<file path="src/rtl/wb_arbiter.sv">
// Writeback merge of ALU results (priority, no stall) and buffered load results into the regfile write port.
// Latency: result sampled at edge N drives write/dr/wrData after edge N; queued loads pop no earlier than the edge after their push.
// Backpressure: ALU never stalls; mem_ready drops when the FIFO is full, with no look-ahead to a same-cycle pop.
module wb_arbiter #(
  parameter int DEPTH = 4,
  parameter int AW    = 5,
  parameter int DW    = 32
) (
  input  logic                         clk,
  input  logic                         reset,
  input  logic                         alu_valid,
  input  logic [AW-1:0]                alu_dr,
  input  logic [DW-1:0]                alu_data,
  input  logic                         mem_valid,
  output logic                         mem_ready,
  input  logic [AW-1:0]                mem_dr,
  input  logic [DW-1:0]                mem_data,
  input  logic [AW-1:0]                chk_reg,
  output logic                         pend_hit,
  output logic [$clog2(DEPTH+1)-1:0]   count,
  output logic                         write,
  output logic [AW-1:0]                dr,
  output logic [DW-1:0]                wrData
);

  localparam int PW = $clog2(DEPTH);
  localparam int CW = $clog2(DEPTH+1);

  // FIFO storage and bookkeeping; full/empty come from the occupancy counter only
  logic [AW-1:0]  ent_dr   [DEPTH];
  logic [DW-1:0]  ent_data [DEPTH];
  logic [PW-1:0]  rd_ptr;
  logic [PW-1:0]  wr_ptr;
  logic [CW-1:0]  count_q;
  logic [PW-1:0]  ent_off  [DEPTH];
  logic [DEPTH-1:0] ent_vld;
  logic           push;
  logic           pop;

  // Ready is held low through reset so nothing is accepted while state is being cleared
  assign mem_ready = reset & (count_q < CW'(DEPTH));
  assign push      = mem_valid & mem_ready;
  // The ALU owns the write port whenever it has a result; the FIFO only drains in idle cycles
  assign pop       = ~alu_valid & (count_q != '0);
  assign count     = count_q;

  // Mark live slots: a slot is valid if its distance from the head is below the occupancy
  always_comb begin
    ent_vld = '0;
    for (int i = 0; i < DEPTH; i++) begin
      ent_off[i] = PW'(i) - rd_ptr;
      ent_vld[i] = (CW'(ent_off[i]) < count_q);
    end
  end

  // Pending-write lookup; the entry popping this cycle is still live until the edge
  always_comb begin
    pend_hit = 1'b0;
    for (int i = 0; i < DEPTH; i++) begin
      if (ent_vld[i] && (ent_dr[i] == chk_reg)) begin
        pend_hit = 1'b1;
      end
    end
  end

  // Pointer and occupancy update; simultaneous push and pop leave the count unchanged
  always_ff @(posedge clk or negedge reset) begin
    if (!reset) begin
      rd_ptr  <= '0;
      wr_ptr  <= '0;
      count_q <= '0;
    end else begin
      if (push) begin
        wr_ptr <= wr_ptr + PW'(1);
      end
      if (pop) begin
        rd_ptr <= rd_ptr + PW'(1);
      end
      case ({push, pop})
        2'b10:   count_q <= count_q + CW'(1);
        2'b01:   count_q <= count_q - CW'(1);
        default: count_q <= count_q;
      endcase
    end
  end

  // Payload capture at the tail; stale contents are harmless because validity comes from count
  always_ff @(posedge clk) begin
    if (push) begin
      ent_dr[wr_ptr]   <= mem_dr;
      ent_data[wr_ptr] <= mem_data;
    end
  end

  // Registered write port: ALU first, else FIFO head, else idle with dr/wrData held
  always_ff @(posedge clk or negedge reset) begin
    if (!reset) begin
      write  <= 1'b0;
      dr     <= '0;
      wrData <= '0;
    end else if (alu_valid) begin
      write  <= 1'b1;
      dr     <= alu_dr;
      wrData <= alu_data;
    end else if (pop) begin
      write  <= 1'b1;
      dr     <= ent_dr[rd_ptr];
      wrData <= ent_data[rd_ptr];
    end else begin
      write  <= 1'b0;
    end
  end

endmodule
</file>
<file path="config.mk">
export PLATFORM = sky130hd
export DESIGN_NAME = wb_arbiter
export DESIGN_NICKNAME = d
export VERILOG_FILES = /design/src/rtl/wb_arbiter.sv
export SDC_FILE = /design/constraint.sdc
export NUM_CORES = 1
export LEC_CHECK = 0
export CORE_MARGIN = 5
export CORE_UTILIZATION = 57
export DETAILED_ROUTE_END_ITERATION = 12
export GPL_TIMING_DRIVEN = 0
export PLACE_DENSITY = 0.85
export SLEW_MARGIN = 20
export SYNTH_ARGS = -nofsm -noshare
export SYNTH_HDL_FRONTEND = slang
export SYNTH_SLANG_ARGS = --single-unit
</file>
<file path="constraint.sdc">
create_clock -name clk -period 3.9 [get_ports clk]
set_input_delay 0.39 -clock clk [delete_from_list [all_inputs] [get_ports clk]]
set_output_delay 0.39 -clock clk [all_outputs]
set_load 0.005 [all_outputs]
</file>
# Word level (Yosys, flattened, before mapping)
# Memories as Yosys holds them, arrays and structs flattened.
# Cells that the tools add are included.
# W data, S select, Z words.
# op_classes
eq_ne	6
addsub	8
bitwise	4
muxes	13
n_lt_le_gt_ge	5
reduce_logical	7
# op_table
operator	n
$mux W32	2
$eq A5 B5 Y1	4
$lt A2 B3 Y1	4
$mux W5	2
$mux W1	8
$pmux W3 S2	1
$add A2 B1 Y2 const B	2
$logic_and A1 B1 Y1	4
$reduce_bool A2 Y1	2
$sub A1 B2 Y2 const A	2
$sub A2 B2 Y2 const A	2
$add A3 B1 Y3 const B	1
$and A1 B1 Y1	3
$lt A3 B3 Y1 const B	1
$reduce_bool A3 Y1	1
$sub A3 B1 Y3 const B	1
$eq A2 B1 Y1 const B	1
$eq A2 B2 Y1 const B	1
$not A1 Y1	1
# word_totals
ff_bits	45
n_memories	2
ramBits	148
# memory_table
memory	depth	word_bits	rd	rd_ports_with_merged_regs	write_ports	line_no	rtl
ent_data	4	32	1	0	1	31	logic [DW-1:0] ent_data [DEPTH];
ent_dr	4	5	5	0	1	30	logic [AW-1:0] ent_dr [DEPTH];

# Longest topological paths before layout
# Gate-level depths: netlist of the first run.
# logic_depth
ltp_word	7
depth_mapped	11

# Worst setup path before layout of the first run
# Ideal clock, no wire load.
# synth_timing
kind	flip-flop to flip-flop
startpoint	register count_q[2], in the netlist count[2]
endpoint	memory ent_data[0][0] (enable)
path_slack_ns	1.719
setup_time_ns	0.398
path_buffers	1
stages_incl_launch_ff	4
period_less_slack_ns	2.181
arrival_time_ns	1.784
required_ns	3.502
path_cell_list	dfrtp_1 buf_2 nor2b_1 and3_1
# synth_between
elab_chain_cells	5
# synth_rtl
item	line_no	rtl
start: declaration	34	logic [CW-1:0] count_q;
start signal: assignment	80	2'b10: count_q <= count_q + CW'(1);
start signal: assignment	81	2'b01: count_q <= count_q - CW'(1);
start signal: assignment	82	default: count_q <= count_q;
$lt A3 B3 Y1	41	assign mem_ready = reset & (count_q < CW'(DEPTH));
$and A1 B1 Y1	41	
via mem_ready	15	output logic mem_ready,
$and A1 B1 Y1	42	assign push = mem_valid & mem_ready;
$mux W1	89	if (push) begin
$mux W1 (implied by the code)	91	ent_data[wr_ptr] <= mem_data;
end: declaration	31	
# The timed path passes the listed nets, and every way through them passes these cells.

# Final worst setup path of the first run
# layout_timing
startpoint	register rd_ptr[1]
endpoint	output port pend_hit
# layout_between
elab_chain_cells	7
word_cells_on_any_way	16
classes_between	add/sub: 4; order compare: 4; mux: 4; reduce/logical: 4
# layout_rtl
item	line_no	rtl
start: declaration	32	logic [PW-1:0] rd_ptr;
start signal: assignment	77	rd_ptr <= rd_ptr + PW'(1);
$sub A1 B2 Y2	51	ent_off[i] = PW'(i) - rd_ptr;
$lt A2 B3 Y1	52	ent_vld[i] = (CW'(ent_off[i]) < count_q);
$logic_and A1 B1 Y1	60	if (ent_vld[i] && (ent_dr[i] == chk_reg)) begin
$mux W1 (3 in series)	60	
$mux W1 (*)	60	
end: declaration	19	output logic pend_hit,
# Mark *: on every way between the ends. The rest lies on a longest branch, timed or not.

==> results.md, run 1 <==
* WP data required at 3.51 ns
* Final setup violation count at 0
* Switching power at 1750 µW
* Nets at 684
* PwrDens at 631 nW/µm²
* Clock power share at 0.257
* # IOs at 126
* Cells after Synth at 445
* Crit path to: pend_hit
* Leakage at 0.00340 µW
* Detailed Routing Iterations Pass 1 at 5
* Layout area overhead at 27.3%
* GP Congestion at 0.778
* Global Route Usage Sum at 0.229
* Remaining global-route overflow at 0
* Die area at 15,800 µm²
* Drt via density at 5.82
* Max Cap Violations at 0
* PortBufs at 121
* Post-synth top area share at 0.581
* Post-DRT Antenna Nets at 0
* Dpl cells at 747
* Non-filler instance count after layout at 779
* Share of layout cells above drive strength 1 at 0.154
* Max transition margin at 0.562
* RSZ-0062 raised after global routing: no
* CTS root buffer: clkbuf_16
* Clock slew at reported path FFs at 0.07 ns
* HP Class: input pin to asynchronous set/reset pin
* Logic pwr share at 0.305
* Vias in the first global route at 4,965
* DP HPWL at 11,900 µm
* #FFs+latches synth at 193
* Die Y at 126 µm
* Met2 WL at 9020 µm
* Top post-synthesis cells by area: edfxtp_1 58%, dfrtp_1 15%, mux4_2 11%
* Top layer in use: met4
* Layout Utilization at 0.738
* Avg Cell Area, Syn at 17.2 µm²
* Wirelength, routed at 17,300 µm
* Ant diodes at 0
* Drt initial violations at 411
* Pin count of the biggest net entering global routing at 32
* Starting density of the core at 0.580
* Ys flop type: edfxtp_1
* Int Pwr at 4390 µW
* EDFF count, synth at 148
* Post-CTS setup buffers at 0
* Sequential share of power at 0.438
* Slew @ Worst Pin at 0.657 ns
* VDD IR max at 0.368 mV
* Area of the core at 13,200 µm²
* Cell area after layout at 9730 µm²
* Worst r2r path cells at 11
* Switching share of power at 0.285
* Syn. warnings at 0
* CTS Buf Count at 17
* Metal-1 WL at 6770 µm
* Yosys top cell by area: edfxtp_1
* Worst r2r src: count[2]
* DRC at 0
* Worst skew pair latency at 0.43 ns
* Register area share after synthesis at 0.728
* FMAX at 0.282 GHz
* Setup slack, reg-to-reg at 1.52 ns
* Synth top cells by count: 148 x edfxtp_1, 76 x nor2_1, 45 x dfrtp_1, 37 x mux4_2, 37 x o22ai_1
* Fin crit share at 0.909
* FF-to-FF End: count[2]
* CP endpoint kind: output pin
* Count leader, synth: edfxtp_1
* Maximum fanout along the worst path at 10
* Area after DPL at 9190 µm²
* DR WL met3 at 976 µm
* Wire per inst at 22.2 µm
* Critical path launch point: rd_ptr[1]
* Clk sinks at 193
* TritonCTS clock tree: done
* H-tree Lvls at 4
* Post-synth ARST share at 0.233
* Via Count at 4,534
* WS Path Type: register to output pin
* Final hold violation count at 0
* Syn Nets at 538
* Antenna violations before repair at 0
* Tmin final at 3.55 ns
* Yosys cell types at 28
* Crit path arrival time at 3.16 ns
* Final Max Slew Viols at 0
* Die width at 126 µm
* Deepest clock path buffer count at 2
* Final Skew at 0.0126 ns
* FP Rows at 42
* First-pass GRT wire length at 27,200 µm
* Critical Path Start Type: register
* Status: finished, final reports clean
* Post-Syn Area at 7650 µm²
area by class of cell:
cell class | count | area, µm²
Tap cell | 176 | 220
Sequential cell | 193 | 5570
Fill cell | 795 | 3460
Timing Repair Buffer | 127 | 1330
Buffer | 25 | 136
Multi-Input combinational cell | 215 | 1900
Inverter | 12 | 45.0
Clock inverter | 12 | 95.1
Clock buffer | 19 | 433
sequential cells by signal, indices dropped and copies added (netlist names):
name      flops
wr_ptr        2
wrData       32
write         1
ent_dr       20
ent_data    128
dr            5
count         3
rd_ptr        2
cells in the final DEF (no fill, tap or decap), drive strengths merged, types with 5 or more instances in the layout:
cell type and n:
inv 13, nor2 76, nor2b 5, mux4 37, buf 22, ha 9
clkbuf 28, xnor2 20, clkdlybuf4s50 120, xor2 7, edfxtp 148, o22ai 37
dfrtp 45, clkinv 8
how the worst min path moves through the flow:
stage                         start          to  slack [ns]  cells after the start
final                         reset   wrData[1]        0.44                      2
after global routing          reset  wrData[29]        0.46                      2
after CTS                     reset  wrData[18]        0.44                      2
after detailed placement      reset   wrData[1]        0.35                      1
after global placement    wrData[7]   wrData[7]        0.51                      2
after floorplan               reset    count[0]        0.09                      0
through the flow:
step / hold WS, ns / TNS, ns / power, µW / setup slack, ns
after floorplan: 0.0944 / 0 / 3780 / 1.72
after global placement: 0.509 / -149.14 / 4490 / -1.01
after detailed placement: 0.349 / 0 / 4600 / 0.815
after CTS: 0.438 / 0 / 6180 / 0.350
after global routing: 0.459 / 0 / 6430 / 0.219
final: 0.444 / 0 / 6140 / 0.354
routing by layer:
| layer | up-vias | global-route usage |
|---|---|---|
| met5 | - | 0 |
| met4 | 0 | 0.102 |
| met3 | 37 | 0.0457 |
| met2 | 182 | 0.384 |
| met1 | 2323 | 0.293 |
| li1 | 1992 | - |
cells by family (layout without fill, tap and decap cells):
family / count (synthesis) / after routing / share of synthesized area
xor gates and xnor gates: 27 / 27 / 0.0309
AOI/OAI and AO/OA: 45 / 45 / 0.0380
DFF: 193 / 193 / 0.728
adders and majority gates: 10 / 10 / 0.0173
and+or+nand+nor: 96 / 96 / 0.0527
muxes: 37 / 37 / 0.109
buffers and inverters: 37 / 195 / 0.0237
critical path: stages, from the launching register on:
cell             delay [ns]
dfrtp_1                0.41
clkbuf_1               0.53
xor2_1                 0.27
inv_1                  0.08
ha_1                   0.19
nor2b_1                0.13
a2111oi_0              0.42
or4_1                  0.20
clkdlybuf4s50_1        0.50
power by group through the flow:
stage / combinational (µW) / sequential, µW / clock [µW]
after floorplan: 1070 / 2710 / 0
after global placement: 1790 / 2700 / 0
after detailed placement: 1880 / 2730 / 0
after CTS: 1900 / 2690 / 1600
after global routing: 2030 / 2710 / 1680
final: 1870 / 2690 / 1580
timing repair:
| action | in CTS | in global routing |
|---|---|---|
| gates resized for setup | 0 | 0 |
| hold buffers | 1 | 0 |
| endpoints found under the hold margin | 15 | 0 |
(Power assumes the default switching activity.)
==> inputs of run 2 (changes only) <==
Settings changed: CAP_MARGIN from default to 20, GPL_ROUTABILITY_DRIVEN from default to 0.
==> results of run 2 <==
No change in the layout: final DEF, timing and power equal those of run 1.
==> inputs of run 3 (changes only) <==
Settings changed: CAP_MARGIN 20 to default, TNS_END_PERCENT from default to 5.
Clock period 3.9 ns to 4.1 ns, I/O delays scaled along.
==> results of run 3 <==
The final DEF is identical to that of run 1. Status: finished, final reports clean.
Main changes from that run: setup slack after placement 0.815 ns -> 0.995 ns; setup slack after layout 0.354 ns -> 0.534 ns; hold slack 0.444 ns -> 0.464 ns; register-to-register setup slack 1.52 ns -> 1.72 ns; total power 6140 µW -> 5840 µW; worst IR drop on VDD 0.368 mV -> 0.350 mV
==> RTL edit: new RTL, flow settings as in run 1 <==
Set the parameter `DEPTH` to 8 (it was 4).
--- a/src/rtl/wb_arbiter.sv
+++ b/src/rtl/wb_arbiter.sv
@@ -2,7 +2,7 @@
 // Latency: result sampled at edge N drives write/dr/wrData after edge N; queued loads pop no earlier than the edge after their push.
 // Backpressure: ALU never stalls; mem_ready drops when the FIFO is full, with no look-ahead to a same-cycle pop.
 module wb_arbiter #(
-  parameter int DEPTH = 4,
+  parameter int DEPTH = 8,
   parameter int AW    = 5,
   parameter int DW    = 32
 ) (
Ports: changed (resized count); port bits go from 126 to 127. No check against the original RTL was run, so the function may have changed too.
==> RTL edit against run 1 <==
- synthesized area grew 86%
- sequential cell count is 151 higher
- critical endpoint unchanged
- final area is 80% higher
- via count increased by 87%
- worst setup slack got worse by 190 ps
- highest routed layer is now met5
- die area grew 78%
- power is 96% higher
- wire length is 110% higher
==> RTL edit: results (changes against run 1) <==
synth_edf_count: 296  # was 148
clk_share_pct: 6.563  # was 5.426%
dp_hpwl_um: 23620  # was 11920 um
largestRegisters: "ent_data: 256 flops, ent_dr: 40 flops, wrData: 32 flops"  # was ent_data: 128 flops, wrData: 32 flops, ent_dr: 20 flops
finalCritPeriodShare_pct: 95.70  # was 90.93%
h-tree-depth: 2  # was 4
syn_avg_cell_area_sq_um: 16.79  # was 17.19 sq um
clock_latency_ps: 530  # was 430 ps
finClkSkew_ps: 22.35  # was 12.57 ps
intPower_mw: 8.265  # was 4.394 mW
place_inst: 1308  # was 747
status: "completed"  # unchanged
r2r-end: "count[3]"  # was count[2]
hold_path_class: "primary input to flop"  # was primary input to async pin
grt_max_degree: 50  # was 32
tightest_slew_ps: 970.3  # was 656.7 ps
avgViaCountPerCell: 6.164  # was 5.820
cpMaxStageDelayCell: "a2111oi_1"  # was clkbuf_1
multi_input_area_share_pct: 21.86  # was 19.53%
synth.top_cells.by_area: "edfxtp_1 (63%), mux4_2 (12%), dfrtp_1 (8.5%)"  # was edfxtp_1 (58%), dfrtp_1 (15%), mux4_2 (11%)
syn-num-nets: 948  # was 538
bufAreaShareNonClock_pct: 11.26  # was 15.08%
pwr_density_cell_mw_per_mm2: 686.9  # was 631.3 mW/mm^2
holdWs_ps: 405.9  # was 443.9 ps
layout.nets: 1125  # was 684
max_stage_delay_ps: 430  # was 530 ps
r2r-start: "count[0]"  # was count[2]
dp_slack_ps: 337.6  # was 814.5 ps
postPlaceCellArea_sq_mm: 0.01631  # was 0.009194 sq mm
rrSetupSlack_ps: 1420  # was 1520 ps
cts.path.max_buffers: 3  # was 2
portBuffers: 120  # was 121
nMultiInputCombCells: 438  # was 215
grtUsageTotal_pct: 25.56  # was 22.89%
seq-cell-share_pct: 57.65  # was 57.24%
postSynth.asyncResetShare_pct: 13.95  # was 23.32%
signal_buffers: 188  # was 152
r2r.worst_path.cells: 9  # was 11
-- RTL edit: cell count changes after synthesis, moves of 6 or more --
cell,delta
buf_2,+6
clkbuf_1,+12
edfxtp_1,+148
ha_1,+9
mux4_2,+37
nand2_1,+122
nand3_1,+38
nor2_1,-66
o21ai_1,+74
o22ai_1,-37
xnor2_1,+13
xor2_1,+10
-- RTL edit: power by group through the flow --
stage	clock network [mW]	registers [mW]	logic, mW
after floorplan	0	4.62	2.50
after global placement	0	4.64	3.76
after detailed placement	0	4.66	4.00
after CTS	3.36	4.59	4.10
after global routing	3.55	4.62	4.42
final	3.32	4.59	4.11
-- RTL edit: cells by family after synthesis --
logic type / after synthesis / share of synthesized area [%]
xor gates and xnor gates: 50 / 3.082
and+or+nand+nor: 194 / 5.804
muxes: 74 / 11.73
buffers and inverters: 64 / 2.668
DFF: 344 / 71.02
adders and majority gates: 19 / 1.726
AOI/OAI and AO/OA: 101 / 3.972
-- RTL edit: worst min-delay path: cells and delay by family --
family	cells	cell delay (ps)
buf+inv	1	390
simple gates	1	60
compound gates	1	60
-- RTL edit: layer usage --
layer  routed length, um  up-vias  global-route usage [%]
met4                1324        6                   9.492
met1               13040     4222                   33.58
met2               17590      534                   41.74
li1                    -     3602                       -
met3                3724      105                   6.659
met5                  41        -                       0
-- RTL edit: what timing repair did --
item,in CTS,in global routing
hold buffers,1,0
gates resized for setup,3,1
setup buffers,1,0
hold endpoints to repair,48,0
setup endpoints to repair,1,1
pin swaps,2,2
-- RTL edit: how the worst max path moves through the flow --
stage | depth (start not counted) | endpoint
CTS | 13 | pend_hit
floorplan | 4 | ent_data[2][0]
detailed placement | 13 | pend_hit
global placement | 5 | ent_data[4][19]
finish | 13 | pend_hit
global route | 13 | pend_hit
